==> src/rtl/muldiv_unit.sv <==
// muldiv_unit: iterative radix-2 integer multiply/divide unit (RV32M/RV64M funct3 set).
// The execute stage issues requests through a valid/ready handshake and takes the
// result through a second valid/ready handshake.
// Optional build macro MULDIV_FAST_MUL_EN: multiplies use one combinational
// multiplier and complete on the accept edge; divides stay iterative.
//
// state | meaning
// IDLE  | waiting for a request, o_ready high
// CALC  | one shift-add / restoring shift-subtract iteration per cycle
// NEG   | select result word, apply result sign, register into o_result
// DONE  | o_valid high, o_result held until i_ready
module muldiv_unit #(
  parameter int XLEN  = 32,
  parameter int CNT_W = $clog2(XLEN) + 1
) (
  input  logic            i_clk,
  input  logic            i_rst,
  input  logic            i_valid,
  output logic            o_ready,
  input  logic [2:0]      i_op,
  input  logic [XLEN-1:0] i_op1,
  input  logic [XLEN-1:0] i_op2,
  input  logic            i_flush,
  output logic            o_valid,
  input  logic            i_ready,
  output logic [XLEN-1:0] o_result,
  output logic            o_busy
);

  localparam logic [2:0] OP_MUL    = 3'b000;
  localparam logic [2:0] OP_MULH   = 3'b001;
  localparam logic [2:0] OP_MULHSU = 3'b010;
  localparam logic [2:0] OP_DIV    = 3'b100;
  localparam logic [2:0] OP_REM    = 3'b110;

  localparam logic [CNT_W-1:0] CNT_INIT = CNT_W'(XLEN);
  localparam logic [CNT_W-1:0] CNT_ONE  = CNT_W'(1);
  localparam logic [XLEN-1:0]  MOST_NEG = {1'b1, {(XLEN-1){1'b0}}};

  typedef enum logic [1:0] {IDLE, CALC, NEG, DONE} state_t;

  state_t            state;
  state_t            state_nxt;
  logic              accept;

  logic [2:0]        op_q;
  logic              neg_res;
  logic [XLEN-1:0]   opb;
  logic [2*XLEN-1:0] prod;
  logic [CNT_W-1:0]  cnt;

  logic              op1_signed;
  logic              op2_signed;
  logic              sgn1;
  logic              sgn2;
  logic              neg_in;
  logic [XLEN-1:0]   mag1;
  logic [XLEN-1:0]   mag2;

  logic              div_zero;
  logic              div_ovf;
  logic              special;
  logic [XLEN-1:0]   special_res;
  logic              fast_path;
  logic [XLEN-1:0]   fast_res;

  logic [XLEN:0]     mul_sum;
  logic [2*XLEN-1:0] mul_step;
  logic [XLEN:0]     div_shift;
  logic [XLEN:0]     div_diff;
  logic [2*XLEN-1:0] div_step;

  logic [2*XLEN-1:0] prod_neg;
  logic [2*XLEN-1:0] mul_sel;
  logic [XLEN-1:0]   div_sel;
  logic [XLEN-1:0]   div_fin;
  logic [XLEN-1:0]   res_nxt;

  // Which operands of the incoming op are treated as signed
  always_comb begin
    op1_signed = 1'b0;
    op2_signed = 1'b0;
    case (i_op)
      OP_MULH, OP_DIV, OP_REM: begin
        op1_signed = 1'b1;
        op2_signed = 1'b1;
      end
      OP_MULHSU: op1_signed = 1'b1;
      default: ;
    endcase
  end

  assign sgn1 = op1_signed & i_op1[XLEN-1];
  assign sgn2 = op2_signed & i_op2[XLEN-1];
  assign mag1 = sgn1 ? -i_op1 : i_op1;
  assign mag2 = sgn2 ? -i_op2 : i_op2;

  // MUL low word is identical for signed and unsigned operands, so it never negates.
  // Remainder takes the dividend's sign only.
  assign neg_in = (i_op == OP_REM) ? sgn1 :
                  (i_op == OP_MUL) ? 1'b0 : (sgn1 ^ sgn2);

  assign div_zero = i_op[2] && (i_op2 == '0);
  assign div_ovf  = ((i_op == OP_DIV) || (i_op == OP_REM)) &&
                    (i_op1 == MOST_NEG) && (i_op2 == '1);
  assign special  = div_zero | div_ovf;

  // Special-case results; i_op[1] distinguishes remainder from quotient
  always_comb begin
    special_res = '0;
    if (div_zero) special_res = i_op[1] ? i_op1 : '1;
    else          special_res = i_op[1] ? '0 : i_op1;
  end

`ifdef MULDIV_FAST_MUL_EN
  logic [2*XLEN-1:0] fm_a;
  logic [2*XLEN-1:0] fm_b;
  logic [2*XLEN-1:0] fm_p;

  // Sign-extending to 2*XLEN makes a plain unsigned multiply exact for every mix
  assign fm_a      = {{XLEN{sgn1}}, i_op1};
  assign fm_b      = {{XLEN{sgn2}}, i_op2};
  assign fm_p      = fm_a * fm_b;
  assign fast_path = special | ~i_op[2];
  assign fast_res  = special ? special_res :
                     (i_op == OP_MUL) ? fm_p[XLEN-1:0] : fm_p[2*XLEN-1:XLEN];
`else
  assign fast_path = special;
  assign fast_res  = special_res;
`endif

  // Multiply: prod holds {partial sum, remaining multiplier bits}, shifting right
  assign mul_sum  = {1'b0, prod[2*XLEN-1:XLEN]} + {1'b0, opb};
  assign mul_step = prod[0] ? {mul_sum, prod[XLEN-1:1]}
                            : {1'b0, prod[2*XLEN-1:1]};

  // Divide: prod holds {remainder, dividend/quotient}, shifting left
  assign div_shift = {prod[2*XLEN-1:XLEN], prod[XLEN-1]};
  assign div_diff  = div_shift - {1'b0, opb};
  assign div_step  = div_diff[XLEN] ? {div_shift[XLEN-1:0], prod[XLEN-2:0], 1'b0}
                                    : {div_diff[XLEN-1:0],  prod[XLEN-2:0], 1'b1};

  // High-word multiply results need the full 2*XLEN negation, not just the top word
  assign prod_neg = -prod;
  assign mul_sel  = neg_res ? prod_neg : prod;
  assign div_sel  = op_q[1] ? prod[2*XLEN-1:XLEN] : prod[XLEN-1:0];
  assign div_fin  = neg_res ? -div_sel : div_sel;
  assign res_nxt  = op_q[2] ? div_fin :
                    (op_q == OP_MUL) ? mul_sel[XLEN-1:0] : mul_sel[2*XLEN-1:XLEN];

  // State register
  always_ff @(posedge i_clk or posedge i_rst) begin
    if (i_rst) state <= IDLE;
    else       state <= state_nxt;
  end

  // Next state and handshake outputs; flush overrides everything, including an accept
  always_comb begin
    state_nxt = state;
    accept    = 1'b0;
    o_ready   = (state == IDLE);
    o_valid   = (state == DONE);
    if (i_flush) begin
      state_nxt = IDLE;
    end else begin
      case (state)
        IDLE: if (i_valid) begin
          accept    = 1'b1;
          state_nxt = fast_path ? DONE : CALC;
        end
        CALC: if (cnt == CNT_ONE) state_nxt = NEG;
        NEG:  state_nxt = DONE;
        DONE: if (i_ready) state_nxt = IDLE;
        default: state_nxt = IDLE;
      endcase
    end
  end

  assign o_busy = ~o_ready;

  // Operand capture, iteration datapath and result register
  always_ff @(posedge i_clk or posedge i_rst) begin
    if (i_rst) begin
      op_q     <= '0;
      neg_res  <= 1'b0;
      opb      <= '0;
      prod     <= '0;
      cnt      <= '0;
      o_result <= '0;
    end else if (accept) begin
      op_q    <= i_op;
      neg_res <= neg_in;
      cnt     <= CNT_INIT;
      opb     <= i_op[2] ? mag2 : mag1;
      prod    <= {{XLEN{1'b0}}, (i_op[2] ? mag1 : mag2)};
      if (fast_path) o_result <= fast_res;
    end else if (state == CALC) begin
      prod <= op_q[2] ? div_step : mul_step;
      cnt  <= cnt - CNT_ONE;
    end else if ((state == NEG) && !i_flush) begin
      o_result <= res_nxt;
    end
  end

endmodule

==> config.mk <==
export PLATFORM = sky130hd
export DESIGN_NAME = muldiv_unit
export DESIGN_NICKNAME = d
export VERILOG_FILES = /design/src/rtl/muldiv_unit.sv
export SDC_FILE = /design/constraint.sdc
export NUM_CORES = 1
export LEC_CHECK = 0
export ABC_AREA = 0
export CELL_PAD_IN_SITES_DETAIL_PLACEMENT = 1
export CELL_PAD_IN_SITES_GLOBAL_PLACEMENT = 1
export CORE_MARGIN = 2
export CORE_UTILIZATION = 25
export CTS_CLUSTER_DIAMETER = 80
export DETAILED_ROUTE_END_ITERATION = 10
export PLACE_DENSITY = 0.6
export SLEW_MARGIN = 10
export SYNTH_ARGS = -nofsm -noshare
export SYNTH_HDL_FRONTEND = slang
export SYNTH_SLANG_ARGS = --single-unit
export TNS_END_PERCENT = 5
==> constraint.sdc <==
create_clock -name i_clk -period 6.5 [get_ports i_clk]
set_clock_uncertainty 0.15 [all_clocks]
set_input_delay 1.625 -clock i_clk [delete_from_list [all_inputs] [get_ports i_clk]]
set_output_delay 1.625 -clock i_clk [all_outputs]
set_load 0.05 [all_outputs]
Word-level counts from Yosys, hierarchy flattened
Index checks and enable logic that the tools add are counted.
W data, S select, Z words.
{"block": "op_classes", "addsub": 7, "bitwise_logic": 5, "reduce_logical": 16, "muxes": 36, "n_eq_ne": 15}
{"operator": "$mux W32", "count": 15}
{"operator": "$mux W64", "count": 6}
{"operator": "$neg A32 Y32", "count": 3}
{"operator": "$eq A32 B32 Y1 const B", "count": 2}
{"operator": "$neg A64 Y64", "count": 1}
{"operator": "$add A32 B32 Y33", "count": 1}
{"operator": "$sub A33 B32 Y33", "count": 1}
{"operator": "$logic_not A32 Y1", "count": 1}
{"operator": "$mux W6", "count": 2}
{"operator": "$mux W2", "count": 5}
{"operator": "$pmux W2 S4", "count": 1}
{"operator": "$mux W1", "count": 7}
{"operator": "$eq A3 B3 Y1 const B", "count": 2}
{"operator": "$eq A6 B1 Y1 const B", "count": 1}
{"operator": "$logic_not A3 Y1", "count": 2}
{"operator": "$ne A3 B2 Y1 const B", "count": 2}
{"operator": "$reduce_and A3 Y1", "count": 2}
{"operator": "$sub A6 B1 Y6 const B", "count": 1}
{"operator": "$eq A2 B2 Y1 const B", "count": 2}
{"operator": "$logic_and A1 B1 Y1", "count": 4}
{"operator": "$reduce_bool A2 Y1", "count": 2}
{"operator": "$reduce_or A4 Y1", "count": 1}
{"operator": "$eq A3 B1 Y1 const B", "count": 1}
{"operator": "$eq A3 B2 Y1 const B", "count": 1}
{"operator": "other kinds (12)", "count": 13}
{"block": "word_totals", "input_bits": 72, "out_inout_bits": 35, "regBits": 140}

Logic depth before layout (Yosys ltp)
Gate-level depths: netlist of run 1.
{"block": "logic_depth", "depth_word": 9, "depth_mapped": 16, "depth_no_buf": 12}

Least setup slack after synthesis of run 1
No wires, ideal clock.
{"block": "synth_path", "path_kind": "flip-flop to flip-flop", "from": "register op_q[1]", "to": "register o_result[28]", "path_buffers": 6, "setup_ps": 132, "setup_slack_ps": 2333, "required_ps": 6218, "stages_incl_launch_ff": 17, "arrival_time_ps": 3885, "cell_sequence": "dfrtp_1 buf_2 buf_2 buf_2 buf_2 buf_2 buf_1 mux2i_1 ha_1 o221ai_1 nor4_1 nand3b_1 o41ai_1 xnor2_1 nor2_1 a2111oi_0 nor2_1"}
{"block": "synth_between", "elab_chain_cells": 7, "word_cells_on_any_way": 9, "classes_between": "add/sub (1); mux (7); reduce/logical (1)"}
{"item": "start, declared", "line": "46", "source": "logic [2:0] op_q;"}
{"item": "start signal, assigned", "line": "191", "source": "op_q <= i_op;"}
{"item": "$mux W32", "line": "146", "source": "assign div_sel = op_q[1] ? prod[2*XLEN-1:XLEN] : prod[XLEN-1:0];"}
{"item": "$neg A32 Y32", "line": "147", "source": "assign div_fin = neg_res ? -div_sel : div_sel;"}
{"item": "$mux W32", "line": "147"}
{"item": "$mux W32 *", "line": "148", "source": "assign res_nxt = op_q[2] ? div_fin :"}
{"item": "$mux W32 *", "line": "200", "source": "end else if ((state == NEG) && !i_flush) begin"}
{"item": "$mux W32 *", "line": "197", "source": "end else if (state == CALC) begin"}
{"item": "$mux W32 *", "line": "190", "source": "end else if (accept) begin"}
{"item": "end signal, assigned", "line": "196", "source": "if (fast_path) o_result <= fast_res;"}
{"item": "end signal, assigned", "line": "201", "source": "o_result <= res_nxt;"}
{"item": "end, declared", "line": "26", "source": "output logic [XLEN-1:0] o_result,"}
Every way passes the cells marked *; elsewhere a longest branch is shown, timed or not. The select of a mux whose other input is x is not followed.
A chain may end at the register's enable or synchronous reset.

Worst setup path in the final report of run 1
{"block": "layout_path", "from": "input port i_op1[0]", "to": "register o_result[23]"}
{"block": "layout_between", "elab_chain_cells": 6}
{"item": "start, declared", "line": "21", "source": "input logic [XLEN-1:0] i_op1,"}
{"item": "$eq A32 B32 Y1", "line": "105", "source": "(i_op1 == MOST_NEG) && (i_op2 == '1);"}
{"item": "$logic_and A1 B1 Y1", "line": "104", "source": "assign div_ovf = ((i_op == OP_DIV) || (i_op == OP_REM)) &&"}
{"item": "$logic_and A1 B1 Y1", "line": "105"}
{"item": "$or A1 B1 Y1", "line": "106", "source": "assign special = div_zero | div_ovf;"}
{"item": "$ne A2 B1 Y1 (no source line)"}
{"item": "$reduce_and A3 Y1 (no source line)"}
No other way between the ends.

==> metrics list, run 1 <==
- Setup TNS Final: 0 ps
- Worst reg2reg path depth: 11
- Yosys mapped a number of flops with a built-in enable equal to 0.
- Synthesized flop and latch total: 140
* Wire length reported by the detailed router: 75.2 mm
* Deepest level of the CTS H-tree: 4
- DP HPWL: 57.7 mm
- For the worst setup path, the data required time is 6720 ps.
* Top Ports: 107
- The worst setup path is launched from an input pin.
- Largest net degree at the start of global routing: 120
* Share of the synthesized area in the top cell type: 21.1%
* Number of gates resized after CTS: 0
- sky130_fd_sc_hd__dfrtp_1 takes more of the synthesized area than any other cell.
- Antenna diode instance count: 0
* Hold Violations, Final: 0
- Per-cell via count in the routed design: 5.63
- Post-CTS timing repair inserted 0 buffers for setup.
- The number of hold buffers added after CTS was 0.
* Transition time at the pin with the least slew margin: 1160 ps
- Critical register-to-register path startpoint: prod[0]
* Max IR drop VDD: 0.240 mV
* Clock insertion delay at the later pin of the skew report: 500 ps
* Die area: 68400 µm²
- The worst hold path begins at o_result[3].
- Number of distinct library cells after synthesis: 97
- Antenna Nets Post-Route: 0
- Setup violations remaining at the end of the flow were counted as 0.
- STA classifies the critical path endpoint as a register.
- Number of iterations in the first detailed-routing pass: 5
- Initial antenna violation count: 5
- The routed layout has 17500 vias.
* Number of buffers on the longest clock path: 2
* Netlist area before placement: 16600 µm²
* Routed wirelength normalized by instance count: 24.2 µm
- The average instance in the mapped netlist occupies 7.31 µm².
- Crit path max-delay cell type: sky130_fd_sc_hd__clkdlybuf4s50_1
* Cells after Synth: 2268
- For this design, the sink count on the clock tree is 140.
* Final nets: 2381
- Routability-driven placement finished with a final weighted congestion of 0.895.
* Ranking of synthesized cells by area: sky130_fd_sc_hd__dfrtp_1, sky130_fd_sc_hd__o21ai_0, sky130_fd_sc_hd__nand2_1
- Clock slew at the register clock pins of the worst setup and hold paths: 70 ps
* Leakage Power: 7.37 nW
- Vias in the first global route: 17300
* Multi-input logic area: 12000 µm²
* Final period util: 76.2%
- End of the critical path: o_result[23]
- First-pass GRT wire length: 113 mm
- Area of the placeable core: 65700 µm²
* Kind of critical path: in -> reg
- Number of max-capacitance violations reported: 0
* Predominant post-synthesis flop cell: sky130_fd_sc_hd__dfrtp_1
- Setup repair after global routing left no endpoint under its margin.
- Number of warnings reported in the yosys synthesis log: 0
- Number of nets produced by synthesis: 2417
- Clock tree synthesis selected as its root buffer the cell sky130_fd_sc_hd__clkbuf_16.
* Port Buffer Count: 106
- Maximum clock frequency: 202 MHz
* Grt total ovfl: 0
- The tightest min-delay check is of the reg -> reg type.
- The clock period could shrink to 4950 ps.
- Register area share after synthesis: 21.1%
- From left edge to right edge, the die measures 262 µm.
- Fill count: 7963
- sky130_fd_sc_hd__nand2_1 is the most common cell in the netlist.
- Worst hold slack: 359 ps
- Power density normalized to cell area: 582 nW/µm²
- Critical register-to-register path endpoint: o_result[28]
- TritonCTS built the clock tree.
- For flop-to-flop paths, the worst setup slack is 1980 ps.
* Area Overhead vs Synth: 13.4%
* Row count: 94
- Delay of the slowest critical-path stage: 540 ps
- Sorting the synthesized cells by how often they occur yields sky130_fd_sc_hd__nand2_1, sky130_fd_sc_hd__o21ai_0, sky130_fd_sc_hd__a21oi_1, sky130_fd_sc_hd__nor2_1, sky130_fd_sc_hd__dfrtp_1.
- Chip Height: 262 µm
* Total clock buffers created by CTS: 17
- After detailed routing, the number of remaining DRC violations is 0.
- Worst Setup SP: i_op1[0]
- FF+latch area: 3510 µm²
- Walking the worst path, the cells encountered are clkdlybuf4s50_1, inv_1, ha_1, or4b_1, nor4_2, nand4_1, o22ai_1, nand2_1, nand2b_1, buf_4, o21ai_0, o22ai_1, a21oi_1.
- Fraction of layout instances using a drive strength above 1: 5.66%
* Async set or reset register ratio after synthesis: 100%
- Headroom to the max-slew limit came out at 22.5%.
* Overall Global Routing Usage: 21.9%
* Crit path arrival time: 5180 ps
- CP max FO: 24
- Counting stages on the worst path, the most repeated cell is sky130_fd_sc_hd__o22ai_1.
- Once the floorplan was initialized, standard cells occupied 25.2% of the core.
* Iteration-0 DRC Markers: 1400
- Final Slew Violations: 0
- The run finished with clean final reports.
-- critical path, delay by kind of cell --
kind	cells	cell delay, ps
AOI/OAI and AO/OA	4	860
adders and majority gates	1	200
buffers and inverters	3	930
and+or+nand+nor	5	1550
-- layout by cell type, fill, tap and decap left out, drive strengths merged, types with 75 or more instances in the layout --
cell type and count:
nand2 268, o21ai 232, a21oi 196, nor2 186, dfrtp 140, xnor2 108
clkdlybuf4s50 105, xor2 88, mux2i 86, inv 77, ha 75
-- cell families (layout without fill, tap and decap cells) --
family / Yosys count / count (layout) / synth area share, %
compound gates: 782 / 782 / 30.0
fa+ha+maj: 77 / 77 / 5.90
buf+inv: 267 / 244 / 6.54
xor+xnor: 196 / 196 / 10.4
flops: 140 / 140 / 21.1
mux: 91 / 91 / 5.53
simple gates: 715 / 715 / 20.4
-- per-layer routing --
metal	up-vias	GRT usage, %	wire length (µm)
li1	8124	-	-
met1	8793	29.0	33500
met2	463	35.5	35100
met3	121	3.32	3720
met4	6	9.19	2870
met5	-	0	37
-- metrics by stage --
step / instance area [µm²] / worst slack [ps] / std cells / utilization [%] / power [W]
detailed placement: 18200 / 1090 / 3077 / 27.7 / 0.00982
floorplan: 16600 / 972 / 2268 / - / 0.00735
global placement: 18200 / 1200 / 3077 / 27.7 / 0.00967
finish: 18800 / 1550 / 3109 / 28.6 / 0.0110
CTS: 18800 / 1620 / 3109 / 28.6 / 0.0109
global route: 18800 / 1290 / 3109 / 28.6 / 0.0118
-- power breakdown --
| part | internal, W | switching (W) |
|---|---|---|
| sequential | 0.00127 | 0.000992 |
| clock | 0.000584 | 0.000460 |
| combinational | 0.00285 | 0.00480 |
| total | 0.00470 | 0.00625 |
-- registers in the layout (all words and copies together), names as in the netlist --
register  count
cnt           6
neg_res       1
o_result     32
op_q          3
opb          32
prod         64
state         2
-- area by class of cell --
type                            instances  share of cell area, %
Multi-Input combinational cell       1861                   63.9
Clock buffer                           19                   2.41
Clock inverter                         13                  0.732
Inverter                               75                   1.52
Timing Repair Buffer                  137                   7.00
Tap cell                              864                   5.75
Sequential cell                       140                   18.7
-- worst min path at each step --
stage | to | slack, ps | depth (start not counted)
3_3_place_gp | o_result[3] | 320 | 2
5_1_grt | o_result[3] | 390 | 2
6_report | o_result[3] | 360 | 2
3_5_place_dp | o_result[3] | 350 | 2
4_1_cts | o_result[3] | 360 | 2
2_1_floorplan | opb[10] | 330 | 2
Power figures use the tool's default switching activity.
==> inputs of run 2 (changes only) <==
==> constraint.sdc (replaced) <==
create_clock -name i_clk -period 5.1 [get_ports i_clk]
set_clock_uncertainty 0.15 [all_clocks]
set_input_delay 1.275 -clock i_clk [delete_from_list [all_inputs] [get_ports i_clk]]
set_output_delay 1.275 -clock i_clk [all_outputs]
set_load 0.05 [all_outputs]
==> metrics list, run 2 (same netlist as run 1, synthesis figures left out) <==
* Number of buffers on the longest clock path: 2 (unchanged)
- Number of iterations in the first detailed-routing pass: 5 (unchanged)
- The antenna cell count was 0 (unchanged).
- Initial standard-cell utilization of the core: 25.2% (unchanged)
* Initial antenna violation count: 2 (was 5)
- The number of global-route vias before repair was 17600 (was 17300).
- The class of the tightest hold or removal check was reg -> reg (unchanged).
- Largest regs: prod x64, o_result x32, opb x32 (unchanged)
* Delay of the slowest critical-path stage: 690 ps (was 540 ps)
- Routed wirelength normalized by instance count: 24.3 µm (was 24.2 µm)
- Final period util: 85.7%
- The count of cells along the worst register-to-register path is 10 (was 11).
- The share of final-layout standard cells stronger than drive strength 1 came to 7.47% (was 5.66%).
- The register with the most flip-flops is prod (unchanged).
- Logic depth of the worst path, buffers included: 10 (was 13)
* Crit path max-delay cell type: sky130_fd_sc_hd__nor4_1 (was sky130_fd_sc_hd__clkdlybuf4s50_1)
* Clock slew at the register clock pins of the worst setup and hold paths: 70 ps (about the same)
- Number of buffer and inverter stages on the critical path: 1 (was 3)
- Number of flip-flops in the largest register: 64 (unchanged)
- The worst relative slew slack is 22.9% (was 22.5%).
* Sinks on Clock Net: 140 (unchanged)
* Power density normalized to cell area: 746 nW/µm² (was 582 nW/µm²)
* Post-route DRC: 0 (unchanged)
- Crit path arrival time: 4600 ps (was 5180 ps)
- Post-Place Cells: 3121 (was 3077)
- Most used cell, CP: sky130_fd_sc_hd__nor2_1 (was sky130_fd_sc_hd__o22ai_1)
- The startpoint class of the critical path is a register (was input pin).
- The largest voltage drop on the vdd net was 0.359 mV (was 0.240 mV).
- The leading cell type in the layout, fill and taps excluded is sky130_fd_sc_hd__nand2_1 (unchanged).
- End of the critical path: o_result[28] (was o_result[23])
* Chip width: 262 µm (unchanged)
* Buffer count from post-CTS setup fixing: 0 (unchanged)
- Final nets: 2425 (was 2381)
- Commonest cells after routing, fill and taps aside: sky130_fd_sc_hd__nand2_1, sky130_fd_sc_hd__o21ai_0, sky130_fd_sc_hd__a21oi_1 (unchanged)
* Total power of the final layout: 0.0143 W (was 0.0110 W)
* Hold Violations, Final: 0 (unchanged)
* Layout Cells excl Fill: 3153 (was 3109)
* Setup slack of the most critical reg-to-reg path: 730 ps (was 1980 ps)
- The half-perimeter wire length of the detailed placement result was 58.8 mm (was 57.7 mm).
- The root cell of the clock tree was sky130_fd_sc_hd__clkbuf_16 (unchanged).
- The smallest clock period supported by the final layout is computed as 4370 ps.
* Grt total ovfl: 0 (unchanged)
- The setup TNS is 0 ps (unchanged).
* Transition time at the pin with the least slew margin: 1160 ps (about the same)
- Deepest level of the CTS H-tree: 4 (unchanged)
* Critical register-to-register path startpoint: op_q[1] (was prod[0])
* CP max FO: 38 (was 24)
* Antenna Nets Post-Route: 0 (unchanged)
- Routability-driven placement congestion ratio: 0.932 (was 0.895)
- The total CTS buffers came to 17 (unchanged).
- Derived from the worst setup path, the maximum achievable clock frequency is 229 MHz.
* Per-cell via count in the routed design: 5.65 (was 5.63)
- CTS tree: built (unchanged)
- The cell area after layout was 19200 µm² (was 18800 µm²).
* Number of max-capacitance violations reported: 0 (unchanged)
* Final Slew Violations: 0 (unchanged)
- Number of gates resized after CTS: 0 (unchanged)
- The number of filler cells placed in the layout was 7946 (was 7963).
- Setup repair after global routing missed its margin: false (unchanged)
- The family of cells with the greatest summed delay on the critical path was simple AND/OR/NAND/NOR gates (unchanged).
- The number of design-rule violations left by the first detailed-router iteration came to 1461 (was 1400).
- First-pass GRT wire length: 115 mm (was 113 mm)
- The global router's overall resource usage is 22.3% (was 21.9%).
* Worst Setup SP: op_q[1] (was i_op1[0])
- The area growth from synthesis to layout was 15.8% (was 13.4%).
- The type of the worst setup path is reg -> reg (was in -> reg).
* CP required: 5320 ps (was 6720 ps)
- The largest net degree at the start of global routing was 120 (unchanged).
* Hold Buf Count CTS: 0 (unchanged)
- The standard cell core area was 65700 µm² (unchanged).
* Result of the run: complete, no violations (unchanged)
* Leakage Power: 7.60 nW (was 7.37 nW)
- Worst-path cell chain: buf_4, nor3b_1, o22ai_1, nor4_1, nand3b_1, o41ai_1, xnor2_1, nor2_1, a2111oi_0, nor2_1 (was clkdlybuf4s50_1, inv_1, ha_1, or4b_1, nor4_2, nand4_1, o22ai_1, nand2_1, nand2b_1, buf_4, o21ai_0, o22ai_1, a21oi_1).
* Critical register-to-register path endpoint: o_result[28] (unchanged)
- The cell area after placement came to 18600 µm² (was 18200 µm²).
- The count of vias placed by the detailed router came to 17800 (was 17500).
- The number of rows in the core area came to 94 (unchanged).
* Endpoint type of the worst setup path: register (unchanged)
- Count of final setup violators: 0 (unchanged)
* Clock insertion delay at the later pin of the skew report: 500 ps (about the same)
* Top Ports: 107 (unchanged)
- The total of buffers placed on input and output ports came to 106 (unchanged).
- Chip Height: 262 µm (unchanged)
- The area of the die is 68400 µm² (unchanged).
* Wire length reported by the detailed router: 76.5 mm (was 75.2 mm)
[run 2: changes by cell type in the layout (fill, tap and decap cells not counted)]
| cell | previous run | this run |
|---|---|---|
| sky130_fd_sc_hd__clkbuf_8 | 2 | 0 |
| sky130_fd_sc_hd__clkinv_2 | 4 | 2 |
| sky130_fd_sc_hd__buf_4 | 30 | 71 |
| sky130_fd_sc_hd__inv_6 | 4 | 3 |
| sky130_fd_sc_hd__clkinv_4 | 1 | 4 |
| sky130_fd_sc_hd__inv_8 | 0 | 1 |
| sky130_fd_sc_hd__buf_12 | 2 | 5 |
| sky130_fd_sc_hd__bufinv_16 | 2 | 3 |
[run 2: report_power, final]
part / switching [W] / internal [W] / total (W) / leakage (nW)
combinational: 0.00645 / 0.00379 / 0.0102 / 5.57
sequential: 0.00109 / 0.00162 / 0.00271 / 1.73
clock: 0.000604 / 0.000775 / 0.00138 / 0.296
total: 0.00815 / 0.00619 / 0.0143 / 7.60
[run 2: cell type report]
| type | instances | area (µm²) | area share [%] |
|---|---|---|---|
| multi-input combinational | 1861 | 12000 | 62.6 |
| sequential | 140 | 3510 | 18.3 |
| timing repair buffer | 181 | 1680 | 8.77 |
| tap | 864 | 1080 | 5.63 |
| clock buffer | 17 | 425 | 2.22 |
| inverter | 75 | 285 | 1.49 |
| clock inverter | 15 | 188 | 0.977 |
[run 2: worst min-delay path: cells and delay by family (launching register included)]
family,cells,cell delay [ps]
compound gates,1,60
flops,1,340
simple gates,1,50
[run 2: how the worst min path moves through the flow]
stage | from | to | slack [ps] | cells past startpoint
6_report | o_result[19] | o_result[19] | 340 | 2
5_1_grt | o_result[3] | o_result[3] | 370 | 2
4_1_cts | o_result[19] | o_result[19] | 350 | 2
3_5_place_dp | o_result[19] | o_result[19] | 330 | 2
3_3_place_gp | o_result[3] | o_result[3] | 330 | 2
2_1_floorplan | opb[10] | opb[10] | 330 | 2
[run 2: metal layers]
layer	wire, µm	GRT usage (%)
met1	35100	30.4
met2	34600	35.1
met3	3540	2.75
met4	3160	9.86
met5	13	0
[run 2: metrics by stage]
| stage | setup WS, ps | utilization [%] | hold slack [ps] |
|---|---|---|---|
| final | 729 | 29.2 | 342 |
| after global routing | 458 | 29.2 | 375 |
| after CTS | 777 | 29.2 | 347 |
| after detailed placement | 385 | 28.3 | 325 |
| after global placement | 420 | 28.3 | 326 |
| after floorplan | 933 | - | 328 |
==> inputs of run 3 (changes only) <==
--- a/config.mk
+++ b/config.mk
@@ -9,10 +9,10 @@
 export CELL_PAD_IN_SITES_DETAIL_PLACEMENT = 1
 export CELL_PAD_IN_SITES_GLOBAL_PLACEMENT = 1
 export CORE_MARGIN = 2
-export CORE_UTILIZATION = 25
+export CORE_UTILIZATION = 46
 export CTS_CLUSTER_DIAMETER = 80
 export DETAILED_ROUTE_END_ITERATION = 10
-export PLACE_DENSITY = 0.6
+export PLACE_DENSITY = 0.93
 export SLEW_MARGIN = 10
 export SYNTH_ARGS = -nofsm -noshare
 export SYNTH_HDL_FRONTEND = slang
==> metrics list, run 3 (same netlist as run 1, synthesis figures left out) <==
- Top Ports: 107 (unchanged)
- The register-to-register path setup slack was 580 ps (was 730 ps).
- First-pass GRT wire length: 113 mm (was 115 mm)
- Fill count: 4490 (was 7946)
- The detail-routed net length per standard cell is 26.7 µm (was 24.3 µm).
- Clock insertion delay at the later pin of the skew report: 470 ps (was 500 ps)
- The hold path endpoint was o_result[24] (was o_result[19]).
- Register with the most flip-flops: prod (unchanged)
* Port Buffer Count: 106 (unchanged)
- Hold Buf Count CTS: 0 (unchanged)
* DP HPWL: 54.1 mm (was 58.8 mm)
- The height of the die was 194 µm (was 262 µm).
* Die area: 37600 µm² (was 68400 µm²)
* Antenna diode instance count: 0 (unchanged)
- Largest regs: prod x64, o_result x32, opb x32 (unchanged)
- Total clock buffers created by CTS: 17 (unchanged)
- The uppermost layer routed is met5 (unchanged).
- Grt total ovfl: 0 (unchanged)
* Max-slew headroom: 15.8% (was 22.9%)
- CTS tree: built (unchanged)
- The global router's overall resource usage is 38.2% (was 22.3%).
- Deepest level of the CTS H-tree: 4 (unchanged)
- The area growth from synthesis to layout was 11.9% (was 15.8%).
* Count of final setup violators: 0 (unchanged)
- Final Slew Violations: 0 (unchanged)
- Critical register-to-register path endpoint: prod[0] (was o_result[28])
- The number of flip-flops under the largest register name came to 64 (unchanged).
- Setup TNS Final: 0 ps (unchanged)
* Most common cell after layout, fill and taps aside: sky130_fd_sc_hd__nand2_1 (unchanged)
- Commonest cells after routing, fill and taps aside: sky130_fd_sc_hd__nand2_1, sky130_fd_sc_hd__o21ai_0, sky130_fd_sc_hd__a21oi_1 (unchanged).
- The cell area after placement was 18000 µm² (was 18600 µm²).
- Worst Min Path Start: o_result[24] (was o_result[19])
- Antenna Nets Post-Route: 0 (unchanged)
- The sum of met3 wire segment lengths after detailed routing is 6.79 mm (was 3.54 mm).
- Number of max-capacitance violations reported: 0 (unchanged)
* Worst hold path class: reg -> reg (unchanged)
* Initial antenna violation count: 3 (was 2)
* Per-cell via count in the routed design: 6.89 (was 5.65)
- The share of the cycle needed by the critical path after routing was 92.1% (was 85.7%).
- The clock transition at the register clock pins on the worst setup and hold paths after CTS came to 70 ps (about the same).
* Setup repair after global routing missed its margin: false (unchanged)
* Area of the placeable core: 35600 µm² (was 65700 µm²)
- The clock sink count is 140 (unchanged).
- The first-pass detailed-route iteration total came to 6 (was 5).
* Worst reg2reg path depth: 13 (was 10)
- The number of DRC violations after detailed routing is 0 (unchanged).
- Hold Violations, Final: 0 (unchanged)
- The maximum fanout along the worst path is 24 (was 38).
- The number of global-route vias before repair came to 18900 (was 17600).
* Buffer count from post-CTS setup fixing: 0 (unchanged)
- The maximum clock rate was 213 MHz (was 229 MHz).
- The number of stages on the worst hold path came to 2 (unchanged).
- Endpoint type of the worst setup path: register (unchanged)
* Number of gates resized after CTS: 0 (unchanged)
- Initial standard-cell utilization of the core: 46.6% (was 25.2%)
- The type of the worst setup path is in -> reg (was reg -> reg).
- Leakage Power: 7.52 nW (was 7.60 nW)
* Critical register-to-register path startpoint: prod[31] (was op_q[1])
* Startpoint type of the worst setup path: input pin (was register)
- The arrival time at the worst endpoint is 4860 ps (was 4600 ps).
- The total length of routed met2 wires was 32.6 mm (was 34.6 mm).
* Chip width: 194 µm (was 262 µm)
* Final nets: 2415 (was 2425)
- The power per cell area is 763 nW/µm² (was 746 nW/µm²).
- Root buffer selected by CTS: sky130_fd_sc_hd__clkbuf_16 (unchanged)
- Fraction of layout instances using a drive strength above 1: 6.98% (was 7.47%)
* Max IR drop VDD: 0.417 mV (was 0.359 mV)
- Routability-driven placement congestion ratio: 1.03 (was 0.932)
- The worst hold margin was 359 ps (was 342 ps).
* Wire length reported by the detailed router: 73.1 mm (was 76.5 mm)
- Via count of the routed design: 18900 (was 17800)
- The maximum count of clock buffers along a single path is 2 (unchanged).
- Result of the run: complete, no violations (unchanged).
* Finished layout cell area: 18600 µm² (was 19200 µm²)
* Min Tclk post-route: 4700 ps (was 4370 ps)
- The largest net degree at the start of global routing is 120 (unchanged).
- The transition time of the tightest slew-check pin is 1260 ps (was 1160 ps).
* Wire length the detailed router placed on met1: 28.8 mm (was 35.1 mm)
- Iteration-0 DRC Markers: 2248 (was 1461)
- Row count: 69 (was 94)
* CP required: 5260 ps (was 5320 ps)
==> run 3: layout make-up <==
type	count	area [µm²]	area share [%]
Clock buffer	18	439	2.37
Clock inverter	14	125	0.674
Inverter	75	285	1.54
Multi-Input combinational cell	1861	12000	64.8
Sequential cell	140	3510	18.9
Tap cell	461	577	3.11
Timing Repair Buffer	171	1600	8.60
==> run 3: layer usage <==
layer | up-vias | global-route usage, %
met4 | 6 | 22.2
met5 | - | 0
met3 | 312 | 7.91
met2 | 1068 | 60.2
met1 | 9319 | 48.4
li1 | 8175 | -
==> run 3: worst max-delay path by stage <==
stage / start / end / slack (ps) / depth (start not counted)
after floorplan: op_q[1] / o_result[28] / 930 / 16
after global placement: i_op1[1] / o_result[29] / 470 / 13
after detailed placement: i_op1[1] / o_result[6] / 70 / 13
after CTS: i_op1[1] / o_result[6] / 520 / 13
after global routing: i_op1[1] / o_result[18] / 180 / 13
final: i_op1[1] / o_result[6] / 400 / 13
==> run 3: where the power goes <==
group / total (W) / switching, W / internal (W)
Clock: 0.00129 / 0.000630 / 0.000656
Sequential: 0.00263 / 0.00102 / 0.00162
Combinational: 0.0102 / 0.00648 / 0.00376
Total: 0.0142 / 0.00813 / 0.00603
==> run 3: per-stage QoR <==
stage / setup slack, ps / std cells / total power [W] / util, %
floorplan: 933 / 2268 / 0.00936 / -
global placement: 468 / 2708 / 0.0119 / 50.6
detailed placement: 72.8 / 2708 / 0.0124 / 50.6
CTS: 520 / 2740 / 0.0138 / 52.2
global route: 185 / 2740 / 0.0149 / 52.2
finish: 401 / 2740 / 0.0142 / 52.2
==> run 3: critical path, stage by stage <==
cell,delay (ps)
sky130_fd_sc_hd__clkdlybuf4s50_1,510
sky130_fd_sc_hd__inv_1,120
sky130_fd_sc_hd__ha_1,190
sky130_fd_sc_hd__or4b_1,520
sky130_fd_sc_hd__nor4_2,410
sky130_fd_sc_hd__nand4_1,280
sky130_fd_sc_hd__o22ai_1,580
sky130_fd_sc_hd__nand2_1,190
sky130_fd_sc_hd__nand2b_1,140
sky130_fd_sc_hd__buf_4,260
sky130_fd_sc_hd__o21ai_0,160
sky130_fd_sc_hd__o22ai_1,150
sky130_fd_sc_hd__a21oi_1,60
==> patch, RTL diff (flow settings as in run 1) <==
Encoding of `state_t`: now Gray code (2 bits for 4 states).
--- a/src/rtl/muldiv_unit.sv
+++ b/src/rtl/muldiv_unit.sv
@@ -39,3 +39,3 @@
 
-  typedef enum logic [1:0] {IDLE, CALC, NEG, DONE} state_t;
+  typedef enum logic [1:0] {IDLE = 2'b00, CALC = 2'b01, NEG = 2'b11, DONE = 2'b10} state_t;
 
Check against the original RTL: same outputs for any inputs over 4 cycles, from zero or initial values and one cycle with i_rst high; so few cycles prove little.
==> patch against run 1 <==
  * Sequential cell count stayed put
  * Sequential share of layout area rose by 0.22 points
  * Wire length increased by 0.40%
  * Setup slack improved by 0.017 ns
  * Cell count shrank 1.8%
  * Total power decreased by 19%
  * Area after synthesis shrank 1.9%
  * Final area shrank 1.2%
  * Critical path depth did not move
  * Maximum frequency increased by 0.34%
  * Critical endpoint is now o_result[4]
  * Largest cell class unchanged
==> patch: results (changes against run 1) <==
=============================================================================
Largest net degree at the start of global routing                          94   -22%
Post-cts gate resize count                                                  0   unchanged
H-tree depth                                                                4   unchanged
Global-route track usage on met1                                        28.5%   -0.46 points
Reg2reg setup slack                                                   1.68 ns   -0.30 ns
Commonest cells in the netlist                                   o21ai_0 (227), nand2_1 (203), a21oi_1 (192)
Met2 layer usage reported by global route                               36.2%   +0.66 points
Number of warnings reported in the yosys synthesis log                      0   unchanged
Number of nets in the layout                                            2,329   -2.2%
Worst flop-to-flop path endpoint                                  o_result[7]
Routability congestion estimate                                         0.954   +6.6%
Top post-synthesis cells by area                                 dfrtp_1 (22%), o21ai_0 (7.0%), mux2i_1 (6.7%)
CP startpoint                                                        i_op2[0]
Global-route wire length before repair                                 113 mm   -0.21%
Average wire per standard cell                                        24.7 um   +2.3%
Global router's overall resource usage                                  22.3%   +0.35 points
Number of antenna diodes                                                    0   unchanged
Worst-Margin Slew                                                     1.24 ns   +0.0755 ns
End point of the critical path                                    o_result[4]
Worst Reg2Reg Path Length in Cells                                          9   -2
First-iteration detailed-routing DRC count                              1,178   -16%
Arrival time at the worst endpoint                                    5.19 ns   about the same
HPWL after detailed placement                                         58.6 mm   +1.7%
Net Count, Synth                                                        2,357   -2.5%
Distinct cells, synth                                                      71   -27%
Via count                                                              17,400   -0.79%
Outcome                                                             completed
Static Leak                                                           7.19 nW   -2.4%
Share of total power consumed by net switching                          54.8%   -2.3 points
Critical-path top delay cell                                           or4b_2
Largest fanout on the critical path                                        61   +150%
Portion of the post-synthesis area used by sequential elements          21.5%   +0.41 points
CP peak stage delay                                                   0.67 ns   +0.13 ns
Share of post-route cells with drive strength above 1                   4.87%   -0.79 points
Peak ir drop on the vdd network                                      0.207 mV   -14%
Clock Path Buffers                                                          2   unchanged
Routing usage on met3                                                   4.38%   +1.1 points
Antenna violations before repair                                            3   -2
=============================================================================
patch: kinds of logic (layout without fill, tap and decap cells):
| group | count (synthesis) | in the layout | synth area share, % |
|---|---|---|---|
| mux | 119 | 119 | 7.40 |
| fa+ha+maj | 95 | 95 | 7.06 |
| flops | 140 | 140 | 21.5 |
| compound gates | 712 | 712 | 27.0 |
| simple gates | 682 | 682 | 20.0 |
| buf+inv | 262 | 247 | 6.15 |
| xor+xnor | 202 | 202 | 10.9 |
patch: power groups by stage:
stage	registers, mW	clock network [mW]	logic, mW
after floorplan	1.74	0	4.07
after global placement	1.94	0	5.69
after detailed placement	1.95	0	5.81
after CTS	1.93	1.06	5.84
after global routing	2.00	1.09	6.40
final	1.96	1.04	5.87
patch: how the worst min path moves through the flow:
stage | startpoint | endpoint | slack, ns | cells past startpoint
3_3_place_gp | o_result[13] | o_result[13] | 0.32 | 2
4_1_cts | o_result[1] | o_result[1] | 0.34 | 2
6_report | o_result[1] | o_result[1] | 0.33 | 2
3_5_place_dp | o_result[1] | o_result[1] | 0.33 | 2
2_1_floorplan | opb[10] | opb[10] | 0.33 | 2
5_1_grt | o_result[13] | o_result[13] | 0.37 | 2
patch: layout make-up:
class                   instances  area (um^2)  share of cell area, %
flip-flops and latches        140         3510                   18.9
multi-input cells            1810        11800                   63.5
repair buffers                141         1330                   7.16
clock buffers                  19          443                   2.38
inverters                      74          283                   1.52
well taps                     855         1070                   5.76
clock inverters                13          140                  0.754
patch: layer usage:
metal  wire length, um  up-vias
met1             33100     8750
met2             35100      509
li1                  -     7990
met5                 0        -
met3              4020      119
met4              3330        0
patch: critical path: cells and delay by family:
kind	cells	cell delay, ns
buffers and inverters	3	0.91
adders and majority gates	1	0.18
and+or+nand+nor	4	1.54
AOI/OAI and AO/OA	5	0.91
patch: per-stage QoR:
step / std cells / power (mW) / utilization (%) / worst slack (ns) / instance area, um^2
floorplan: 2212 / 5.80 / - / 0.972 / 16300
global placement: 3020 / 7.63 / 28.0 / 1.05 / 18000
detailed placement: 3020 / 7.76 / 28.0 / 1.03 / 18000
CTS: 3052 / 8.84 / 28.9 / 1.57 / 18600
global route: 3052 / 9.49 / 28.9 / 1.24 / 18600
finish: 3052 / 8.86 / 28.9 / 1.56 / 18600
